--- src/rtl/sd_pkg.sv ---
`default_nettype none
// +----------------------------------------------------------------------+
// | sd_pkg : shared constants and types for the SD command controller     |
// | Rev 1.0                                                               |
// +----------------------------------------------------------------------+
package sd_pkg;

  localparam logic [1:0] RESP_NONE  = 2'd0;
  localparam logic [1:0] RESP_SHORT = 2'd1;
  localparam logic [1:0] RESP_LONG  = 2'd2;
  localparam logic [1:0] RESP_RSVD  = 2'd3;

  localparam logic [2:0] ST_IDLE      = 3'd0;
  localparam logic [2:0] ST_SEND      = 3'd1;
  localparam logic [2:0] ST_WAIT_RESP = 3'd2;
  localparam logic [2:0] ST_RECV      = 3'd3;
  localparam logic [2:0] ST_CHECK     = 3'd4;
  localparam logic [2:0] ST_DONE      = 3'd5;

  // Short-response field positions within the 135-bit receiver word
  localparam int SR_IDX_MSB = 132;
  localparam int SR_IDX_LSB = 127;
  localparam int SR_ARG_MSB = 126;
  localparam int SR_ARG_LSB = 95;
  localparam int SR_CRC_MSB = 94;
  localparam int SR_CRC_LSB = 88;
  localparam int SR_END_BIT = 87;

  localparam logic [6:0] CRC7_POLY  = 7'h09;
  localparam int         CNT_W      = 8;
  localparam int         CHECK_BITS = 40;

  typedef struct packed {
    logic [5:0]  index;
    logic [31:0] arg;
    logic [1:0]  rtype;
    logic        chk_index;
    logic        chk_crc;
  } cmd_req_t;

  function automatic logic [1:0] norm_resp_type(input logic [1:0] t);
    return (t == RESP_RSVD) ? RESP_SHORT : t;
  endfunction

endpackage
`default_nettype wire

--- src/rtl/sd_cmd_ctrl_if.sv ---
`default_nettype none
// +----------------------------------------------------------------------+
// | sd_cmd_ctrl_if : host request, CMD TX/RX and status bundle            |
// | Rev 1.0                                                               |
// +----------------------------------------------------------------------+
interface sd_cmd_ctrl_if;
  logic         req_valid;
  logic         req_ready;
  logic [5:0]   req_index;
  logic [31:0]  req_arg;
  logic [1:0]   req_resp_type;
  logic         req_chk_index;
  logic         req_chk_crc;
  logic         tx_start;
  logic [5:0]   tx_index;
  logic [31:0]  tx_arg;
  logic         tx_done;
  logic         rx_en;
  logic         rx_R2;
  logic         rx_started;
  logic         rx_finished;
  logic [134:0] rx_response;
  logic         done;
  logic [127:0] resp;
  logic [5:0]   resp_index;
  logic         err_timeout;
  logic         err_index;
  logic         err_crc;
  logic         err_end;

  modport master (
    output req_valid, req_index, req_arg, req_resp_type, req_chk_index, req_chk_crc,
    output tx_done, rx_started, rx_finished, rx_response,
    input  req_ready, tx_start, tx_index, tx_arg, rx_en, rx_R2,
    input  done, resp, resp_index, err_timeout, err_index, err_crc, err_end
  );

  modport slave (
    input  req_valid, req_index, req_arg, req_resp_type, req_chk_index, req_chk_crc,
    input  tx_done, rx_started, rx_finished, rx_response,
    output req_ready, tx_start, tx_index, tx_arg, rx_en, rx_R2,
    output done, resp, resp_index, err_timeout, err_index, err_crc, err_end
  );
endinterface
`default_nettype wire

--- src/rtl/sd_crc7.sv ---
`default_nettype none
// +----------------------------------------------------------------------+
// | sd_crc7 : serial CRC7 (x^7+x^3+1), MSB first, synchronous clear       |
// | Rev 1.0                                                               |
// +----------------------------------------------------------------------+
module sd_crc7
  import sd_pkg::*;
(
  input  logic       clk,
  input  logic       reset,
  input  logic       clear,
  input  logic       en,
  input  logic       din,
  output logic [6:0] crc
);
  logic [6:0] crc_q, crc_d;
  logic       feedback;

  always_comb begin
    feedback = din ^ crc_q[6];
    crc_d    = crc_q;
    if (clear) begin
      crc_d = '0;
    end else if (en) begin
      crc_d = {crc_q[5:0], 1'b0} ^ (feedback ? CRC7_POLY : 7'd0);
    end
  end

  always_ff @(posedge clk or posedge reset) begin
    if (reset) begin
      crc_q <= '0;
    end else begin
      crc_q <= crc_d;
    end
  end

  assign crc = crc_q;
endmodule
`default_nettype wire

--- src/rtl/sd_cmd_ctrl.sv ---
`default_nettype none
// +----------------------------------------------------------------------+
// | sd_cmd_ctrl : sequences one SD CMD-line transaction and checks reply  |
// | Rev 1.0                                                               |
// +----------------------------------------------------------------------+
module sd_cmd_ctrl
  import sd_pkg::*;
#(
  parameter int NCR_MAX  = 64,
  parameter int RESP_MAX = 160
) (
  input logic          clk,
  input logic          reset,
  sd_cmd_ctrl_if.slave bus
);
  localparam logic [CNT_W-1:0] NCR_LAST  = CNT_W'(NCR_MAX - 1);
  localparam logic [CNT_W-1:0] RESP_LAST = CNT_W'(RESP_MAX - 1);
  localparam logic [CNT_W-1:0] CHK_LAST  = CNT_W'(CHECK_BITS);

  logic [2:0]       state_q, state_d;
  cmd_req_t         req_q, req_d;
  logic             tx_start_q, tx_start_d;
  logic             rx_en_q, rx_en_d;
  logic             rx_r2_q, rx_r2_d;
  logic [CNT_W-1:0] cnt_q, cnt_d;
  logic [39:0]      shreg_q, shreg_d;
  logic [127:0]     resp_q, resp_d;
  logic [5:0]       resp_index_q, resp_index_d;
  logic [6:0]       rcrc_q, rcrc_d;
  logic             rend_q, rend_d;
  logic             err_timeout_q, err_timeout_d;
  logic             err_index_q, err_index_d;
  logic             err_crc_q, err_crc_d;
  logic             err_end_q, err_end_d;

  logic [6:0]       crc_calc;
  logic             crc_clear;
  logic             crc_en;
  logic             rx_unused_ok;

  assign rx_unused_ok = ^bus.rx_response[134:133];

  assign crc_clear = (state_q == ST_RECV) && bus.rx_finished && !rx_r2_q;
  assign crc_en    = (state_q == ST_CHECK) && (cnt_q < CHK_LAST);

  sd_crc7 u_crc7 (
    .clk   (clk),
    .reset (reset),
    .clear (crc_clear),
    .en    (crc_en),
    .din   (shreg_q[39]),
    .crc   (crc_calc)
  );

  always_comb begin
    state_d       = state_q;
    req_d         = req_q;
    tx_start_d    = 1'b0;
    rx_en_d       = rx_en_q;
    rx_r2_d       = rx_r2_q;
    cnt_d         = (cnt_q == {CNT_W{1'b1}}) ? cnt_q : cnt_q + 1'b1;
    shreg_d       = shreg_q;
    resp_d        = resp_q;
    resp_index_d  = resp_index_q;
    rcrc_d        = rcrc_q;
    rend_d        = rend_q;
    err_timeout_d = err_timeout_q;
    err_index_d   = err_index_q;
    err_crc_d     = err_crc_q;
    err_end_d     = err_end_q;

    case (state_q)
      ST_IDLE: begin
        cnt_d = '0;
        if (bus.req_valid) begin
          req_d.index     = bus.req_index;
          req_d.arg       = bus.req_arg;
          req_d.rtype     = norm_resp_type(bus.req_resp_type);
          req_d.chk_index = bus.req_chk_index;
          req_d.chk_crc   = bus.req_chk_crc;
          err_timeout_d   = 1'b0;
          err_index_d     = 1'b0;
          err_crc_d       = 1'b0;
          err_end_d       = 1'b0;
          tx_start_d      = 1'b1;
          state_d         = ST_SEND;
        end
      end
      ST_SEND: begin
        if (bus.tx_done) begin
          cnt_d = '0;
          if (req_q.rtype == RESP_NONE) begin
            state_d = ST_DONE;
          end else begin
            rx_en_d = 1'b1;
            rx_r2_d = (req_q.rtype == RESP_LONG);
            state_d = ST_WAIT_RESP;
          end
        end
      end
      ST_WAIT_RESP: begin
        if (bus.rx_started) begin
          cnt_d   = '0;
          state_d = ST_RECV;
        end else if (cnt_q == NCR_LAST) begin
          err_timeout_d = 1'b1;
          rx_en_d       = 1'b0;
          rx_r2_d       = 1'b0;
          state_d       = ST_DONE;
        end
      end
      ST_RECV: begin
        // A finish on the limit cycle is still a valid response
        if (bus.rx_finished) begin
          rx_en_d = 1'b0;
          rx_r2_d = 1'b0;
          cnt_d   = '0;
          if (rx_r2_q) begin
            resp_d  = bus.rx_response[127:0];
            state_d = ST_DONE;
          end else begin
            resp_d       = {96'b0, bus.rx_response[SR_ARG_MSB:SR_ARG_LSB]};
            resp_index_d = bus.rx_response[SR_IDX_MSB:SR_IDX_LSB];
            rcrc_d       = bus.rx_response[SR_CRC_MSB:SR_CRC_LSB];
            rend_d       = bus.rx_response[SR_END_BIT];
            shreg_d      = {2'b00, bus.rx_response[SR_IDX_MSB:SR_IDX_LSB],
                            bus.rx_response[SR_ARG_MSB:SR_ARG_LSB]};
            state_d      = ST_CHECK;
          end
        end else if (cnt_q == RESP_LAST) begin
          err_timeout_d = 1'b1;
          rx_en_d       = 1'b0;
          rx_r2_d       = 1'b0;
          state_d       = ST_DONE;
        end
      end
      ST_CHECK: begin
        if (cnt_q < CHK_LAST) begin
          shreg_d = {shreg_q[38:0], 1'b0};
        end else begin
          err_crc_d   = req_q.chk_crc && (crc_calc != rcrc_q);
          err_index_d = req_q.chk_index && (resp_index_q != req_q.index);
          err_end_d   = ~rend_q;
          state_d     = ST_DONE;
        end
      end
      ST_DONE: begin
        cnt_d   = '0;
        state_d = ST_IDLE;
      end
      default: begin
        state_d = ST_IDLE;
      end
    endcase
  end

  always_ff @(posedge clk or posedge reset) begin
    if (reset) begin
      state_q       <= ST_IDLE;
      req_q         <= '0;
      tx_start_q    <= 1'b0;
      rx_en_q       <= 1'b0;
      rx_r2_q       <= 1'b0;
      cnt_q         <= '0;
      shreg_q       <= '0;
      resp_q        <= '0;
      resp_index_q  <= '0;
      rcrc_q        <= '0;
      rend_q        <= 1'b0;
      err_timeout_q <= 1'b0;
      err_index_q   <= 1'b0;
      err_crc_q     <= 1'b0;
      err_end_q     <= 1'b0;
    end else begin
      state_q       <= state_d;
      req_q         <= req_d;
      tx_start_q    <= tx_start_d;
      rx_en_q       <= rx_en_d;
      rx_r2_q       <= rx_r2_d;
      cnt_q         <= cnt_d;
      shreg_q       <= shreg_d;
      resp_q        <= resp_d;
      resp_index_q  <= resp_index_d;
      rcrc_q        <= rcrc_d;
      rend_q        <= rend_d;
      err_timeout_q <= err_timeout_d;
      err_index_q   <= err_index_d;
      err_crc_q     <= err_crc_d;
      err_end_q     <= err_end_d;
    end
  end

  assign bus.req_ready   = (state_q == ST_IDLE);
  assign bus.tx_start    = tx_start_q;
  assign bus.tx_index    = req_q.index;
  assign bus.tx_arg      = req_q.arg;
  assign bus.rx_en       = rx_en_q;
  assign bus.rx_R2       = rx_r2_q;
  assign bus.done        = (state_q == ST_DONE);
  assign bus.resp        = resp_q;
  assign bus.resp_index  = resp_index_q;
  assign bus.err_timeout = err_timeout_q;
  assign bus.err_index   = err_index_q;
  assign bus.err_crc     = err_crc_q;
  assign bus.err_end     = err_end_q;
endmodule
`default_nettype wire

--- src/flat_wrapper.sv ---
// flat-port wrapper written by rule: the top's interface ports become plain ports
module sd_cmd_ctrl_flat import sd_pkg::*;
#(
  parameter int NCR_MAX  = 64,
  parameter int RESP_MAX = 160
)
  (clk, reset, bus_req_valid, bus_req_index, bus_req_arg, bus_req_resp_type, bus_req_chk_index, bus_req_chk_crc, bus_tx_done, bus_rx_started, bus_rx_finished, bus_rx_response, bus_req_ready, bus_tx_start, bus_tx_index, bus_tx_arg, bus_rx_en, bus_rx_R2, bus_done, bus_resp, bus_resp_index, bus_err_timeout, bus_err_index, bus_err_crc, bus_err_end);
  sd_cmd_ctrl_if bus_i ();
  input logic clk;
  input logic reset;
  input wire logic [$bits(bus_i.req_valid)-1:0] bus_req_valid;
  input wire logic [$bits(bus_i.req_index)-1:0] bus_req_index;
  input wire logic [$bits(bus_i.req_arg)-1:0] bus_req_arg;
  input wire logic [$bits(bus_i.req_resp_type)-1:0] bus_req_resp_type;
  input wire logic [$bits(bus_i.req_chk_index)-1:0] bus_req_chk_index;
  input wire logic [$bits(bus_i.req_chk_crc)-1:0] bus_req_chk_crc;
  input wire logic [$bits(bus_i.tx_done)-1:0] bus_tx_done;
  input wire logic [$bits(bus_i.rx_started)-1:0] bus_rx_started;
  input wire logic [$bits(bus_i.rx_finished)-1:0] bus_rx_finished;
  input wire logic [$bits(bus_i.rx_response)-1:0] bus_rx_response;
  output wire logic [$bits(bus_i.req_ready)-1:0] bus_req_ready;
  output wire logic [$bits(bus_i.tx_start)-1:0] bus_tx_start;
  output wire logic [$bits(bus_i.tx_index)-1:0] bus_tx_index;
  output wire logic [$bits(bus_i.tx_arg)-1:0] bus_tx_arg;
  output wire logic [$bits(bus_i.rx_en)-1:0] bus_rx_en;
  output wire logic [$bits(bus_i.rx_R2)-1:0] bus_rx_R2;
  output wire logic [$bits(bus_i.done)-1:0] bus_done;
  output wire logic [$bits(bus_i.resp)-1:0] bus_resp;
  output wire logic [$bits(bus_i.resp_index)-1:0] bus_resp_index;
  output wire logic [$bits(bus_i.err_timeout)-1:0] bus_err_timeout;
  output wire logic [$bits(bus_i.err_index)-1:0] bus_err_index;
  output wire logic [$bits(bus_i.err_crc)-1:0] bus_err_crc;
  output wire logic [$bits(bus_i.err_end)-1:0] bus_err_end;
  assign bus_i.req_valid = bus_req_valid;
  assign bus_i.req_index = bus_req_index;
  assign bus_i.req_arg = bus_req_arg;
  assign bus_i.req_resp_type = bus_req_resp_type;
  assign bus_i.req_chk_index = bus_req_chk_index;
  assign bus_i.req_chk_crc = bus_req_chk_crc;
  assign bus_i.tx_done = bus_tx_done;
  assign bus_i.rx_started = bus_rx_started;
  assign bus_i.rx_finished = bus_rx_finished;
  assign bus_i.rx_response = bus_rx_response;
  assign bus_req_ready = bus_i.req_ready;
  assign bus_tx_start = bus_i.tx_start;
  assign bus_tx_index = bus_i.tx_index;
  assign bus_tx_arg = bus_i.tx_arg;
  assign bus_rx_en = bus_i.rx_en;
  assign bus_rx_R2 = bus_i.rx_R2;
  assign bus_done = bus_i.done;
  assign bus_resp = bus_i.resp;
  assign bus_resp_index = bus_i.resp_index;
  assign bus_err_timeout = bus_i.err_timeout;
  assign bus_err_index = bus_i.err_index;
  assign bus_err_crc = bus_i.err_crc;
  assign bus_err_end = bus_i.err_end;
  sd_cmd_ctrl #(.NCR_MAX(NCR_MAX), .RESP_MAX(RESP_MAX)) u_core (.clk(clk), .reset(reset), .bus(bus_i));
endmodule
--- config.mk ---
export PLATFORM = sky130hd
export DESIGN_NAME = sd_cmd_ctrl_flat
export DESIGN_NICKNAME = d
export VERILOG_FILES = /design/src/rtl/sd_pkg.sv /design/src/rtl/sd_cmd_ctrl_if.sv /design/src/rtl/sd_crc7.sv /design/src/rtl/sd_cmd_ctrl.sv /design/src/flat_wrapper.sv
export SDC_FILE = /design/constraint.sdc
export NUM_CORES = 1
export LEC_CHECK = 0
export BUFFER_PORTS_ARGS = -buffer_cell sky130_fd_sc_hd__buf_2
export CAP_MARGIN = 25
export CORE_MARGIN = 5
export CORE_UTILIZATION = 57
export CTS_BUF_LIST = sky130_fd_sc_hd__clkbuf_8
export CTS_CLUSTER_SIZE = 10
export DETAILED_ROUTE_END_ITERATION = 8
export PLACE_DENSITY_LB_ADDON = 0.15
export SLEW_MARGIN = 20
export SYNTH_ARGS = -nofsm -noshare
export SYNTH_HDL_FRONTEND = slang
export SYNTH_SLANG_ARGS = --single-unit
--- constraint.sdc ---
create_clock -name clk -period 22.5 [get_ports clk]
set_clock_uncertainty 0.05 [all_clocks]
set_input_delay 3.375 -clock clk [delete_from_list [all_inputs] [get_ports clk]]
set_output_delay 3.375 -clock clk [all_outputs]
set_load 0.02 [all_outputs]
==> results.toml <==
[outcome]
outcome = "completed"

[cts]
cts_root_buffer = "clkbuf_8"
clk_pin_slew_ps = 60
cts-hold-fix-buffers = 0
post_cts_resized = 0
cts_sinks = 249
cts_buffers = 42
clock_latency_ps = 540
post_cts_buffers = 0
clk_path_buf_depth = 3
cts_max_level = 2
cts_tree = "yes"

[synthesis]
synth_top_area_share = 0.5649
synth_cell_types = 54
synth_seq_area_share = 0.5649
synth_area_per_cell_um2 = 10.24
synth_area_leaders = "dfrtp_1 56%, nand2_1 9.7%, o21ai_1 7.8%"
synthTopCellsByCount = "284 x nand2_1, 249 x dfrtp_1, 172 x o21ai_1"
ys.flop_type = "dfrtp_1"
synthArstFlopShare = 1.000
syn-instance-count = 1077
yosys_warnings = 0
syn_nets = 1261
synth_most_common_cell = "nand2_1"
synth_edf_count = 0
ys_ff_latch = 249
synth_area_um2 = 11030
synth_top_cell_by_area = "dfrtp_1"

[setup_path]
path_delay_family = "buffers and inverters"
cpPeakStageDelay_ps = 810
cp.required_ps = 23010
rr_worst_depth = 5
cp.arrival_ps = 5820
critPathMostFrequentCell = "buf_4"
rrSetupSlack_ps = 19370
crit_fanout = 114
critPathBufInv = 4
r2r-end = "u_core.shreg_q[15]"
cp-start-kind = "input pin"
cp.depth = 4
critPathCaptureType = "async pin"
slowest_stage = "buf_4"
critPathKind = "input pin to async pin"
r2r_start = "u_core.state_q[2]"
worstPathCellList = "buf_2 -> inv_8 -> buf_4 -> buf_4"

[routing]
drcViolationCount = 0
avgRoutedWirePerCell_um = 17.05
wirelength_um = 28420
vias = 8678
drtAntennaViolNets = 0
firstDrtPassIters = 7
vias_per_cell = 5.206
drt_iter0_markers = 479

[grt]
globalRouteOverflowTotal = 0
grt_first_pass_wirelength_um = 45010
grt_use_total = 0.2501
antenna_found_initial = 2
grt_max_degree = 239
grt_pass1_vias = 8613

[floorplan]
pin_count = 364
die_y_um = 149.1
dieArea_um2 = 22230
rows = 50
start_util = 0.5838
die_x_um = 149.1
core_area_um2 = 18890

[cells_and_area]
multi_input_area_um2 = 4076
area_delta_synth_final_pct = 21.46
num-fill-cells = 1518
drive_gt1_frac = 0.3129
seqCellArea_um2 = 6235
finalNetCount = 1561

[timing]
drv_slew = 0
relSlewSlack = 0.3554
period_minus_slack_ps = 5311
setup_viol = 0
setup_tns_ps = 0
fin_crit_sh = 0.2360
hold_viol = 0
hold_ws_ps = 424.5
rsz0062_at_grt = "no"
worstMarginPinSlew_ps = 966.9
fmax_ghz = 0.1883

[pwr]
switching_share = 0.3900
sequentialPowerShare = 0.412
p_switching_w = 0.0006790
p_leak_nw = 6.654
p_per_area_nw_per_um2 = 130.0
p_int_w = 0.001062
clock_power_share = 0.224
vdd.ir_drop.worst_v = 0.00009291
p_comb_frac = 0.364

[placed_design]
hpwl_um = 19970
gp_congestion = 0.8551
io_buffer_count = 361

[hold_path]
holdCritStartpoint = "u_core.bus.resp[102]"
hold-path-endpoint = "u_core.bus.resp[102]"
hold_depth = 2
hold_path.class = "register to register"

[flow_run]
drv_cap = 0
power by group through the flow:
| stage | combinational (W) | clock [W] | sequential [W] |
|---|---|---|---|
| 6_report | 0.000634 | 0.000390 | 0.000718 |
| 4_1_cts | 0.000642 | 0.000401 | 0.000717 |
| 2_1_floorplan | 0.000413 | 0 | 0.000788 |
| 3_3_place_gp | 0.000623 | 0 | 0.000717 |
| 5_1_grt | 0.000694 | 0.000424 | 0.000740 |
| 3_5_place_dp | 0.000639 | 0 | 0.000723 |
sequential cells by signal, indices dropped and copies added, names as in the netlist:
register,cells
u_core.bus.err_crc,1
u_core.bus.err_end,1
u_core.bus.err_index,1
u_core.bus.err_timeout,1
u_core.bus.resp,128
u_core.bus.resp_index,6
u_core.bus.rx_R2,1
u_core.bus.rx_en,1
u_core.bus.tx_arg,32
u_core.bus.tx_index,6
u_core.bus.tx_start,1
u_core.cnt_q,8
u_core.rcrc_q,7
u_core.rend_q,1
u_core.req_q,4
u_core.shreg_q,40
u_core.state_q,3
u_core.u_crc7.crc,7
through the flow:
| stage | worst slack (ps) | instances | cell area [µm²] | total power (W) | util |
|---|---|---|---|---|---|
| floorplan | 12230 | 1077 | 11030 | 0.001201 | - |
| global placement | 16520 | 1591 | 12520 | 0.001340 | 0.6628 |
| detailed placement | 16520 | 1592 | 12540 | 0.001363 | 0.6639 |
| CTS | 17100 | 1665 | 13370 | 0.001760 | 0.7075 |
| global route | 16770 | 1667 | 13400 | 0.001858 | 0.7091 |
| finish | 17190 | 1667 | 13400 | 0.001741 | 0.7091 |
worst register-to-register path, cell delays in order, from the launching register on:
cell and delay (ps):
dfrtp_1 700, nor3b_4 270, buf_4 580, nand3_2 890, nand3_1 370, o21ai_1 100
layout make-up:
type                       count  area share
multi-input combinational    710      0.3043
sequential                   249      0.4654
inverter                       6    0.002242
clock inverter                22    0.009059
tap                          260     0.02428
timing repair buffer         368      0.1422
antenna                        1   0.0001868
clock buffer                  51     0.05240
how the worst max path moves through the flow:
stage	to	slack [ps]	from
finish	u_core.cnt_q[5]	17190	reset
CTS	u_core.cnt_q[4]	17100	reset
global route	u_core.bus.resp[3]	16770	reset
floorplan	u_core.bus.err_crc	12230	reset
global placement	u_core.bus.err_timeout	16520	reset
detailed placement	u_core.bus.resp[72]	16520	reset
cell families after synthesis:
kind of cell    Yosys count  share of synthesized area
simple gates            372                     0.1440
flops                   249                     0.5649
compound gates          206                     0.1013
buf+inv                 118                    0.06682
mux                     114                     0.1083
xor+xnor                 17                    0.01350
fa+ha+maj                 1                   0.001134
metal layers:
layer | track usage | vias up | share of wire
met4 | 0.08604 | 2 | 0.028
met1 | 0.3082 | 4071 | 0.40
met3 | 0.07688 | 60 | 0.087
met2 | 0.4205 | 327 | 0.49
li1 | - | 4218 | -
met5 | 0 | - | 0.00070
placed cells by master (no fill, tap or decap), types with 2 or more instances in the layout:
master,synthesis,final
nor3_1,4,4
xor2_1,9,9
o21ai_0,2,2
inv_1,5,17
mux2_1,43,43
nand4_1,3,3
nand2_1,284,284
mux2i_1,71,71
clkbuf_8,0,51
nand2b_1,8,7
o41ai_1,2,2
buf_2,25,361
o21ai_1,172,172
buf_4,46,4
nor2_1,8,8
nor4_1,3,3
clkinv_2,0,7
nor2_4,2,2
and3_1,4,4
nand3_1,43,42
buf_12,0,2
dfrtp_1,249,248
a22o_1,4,4
xnor2_1,8,8
a31oi_1,4,4
a21oi_1,8,8
No activity file was read; power rests on OpenSTA's default activity.
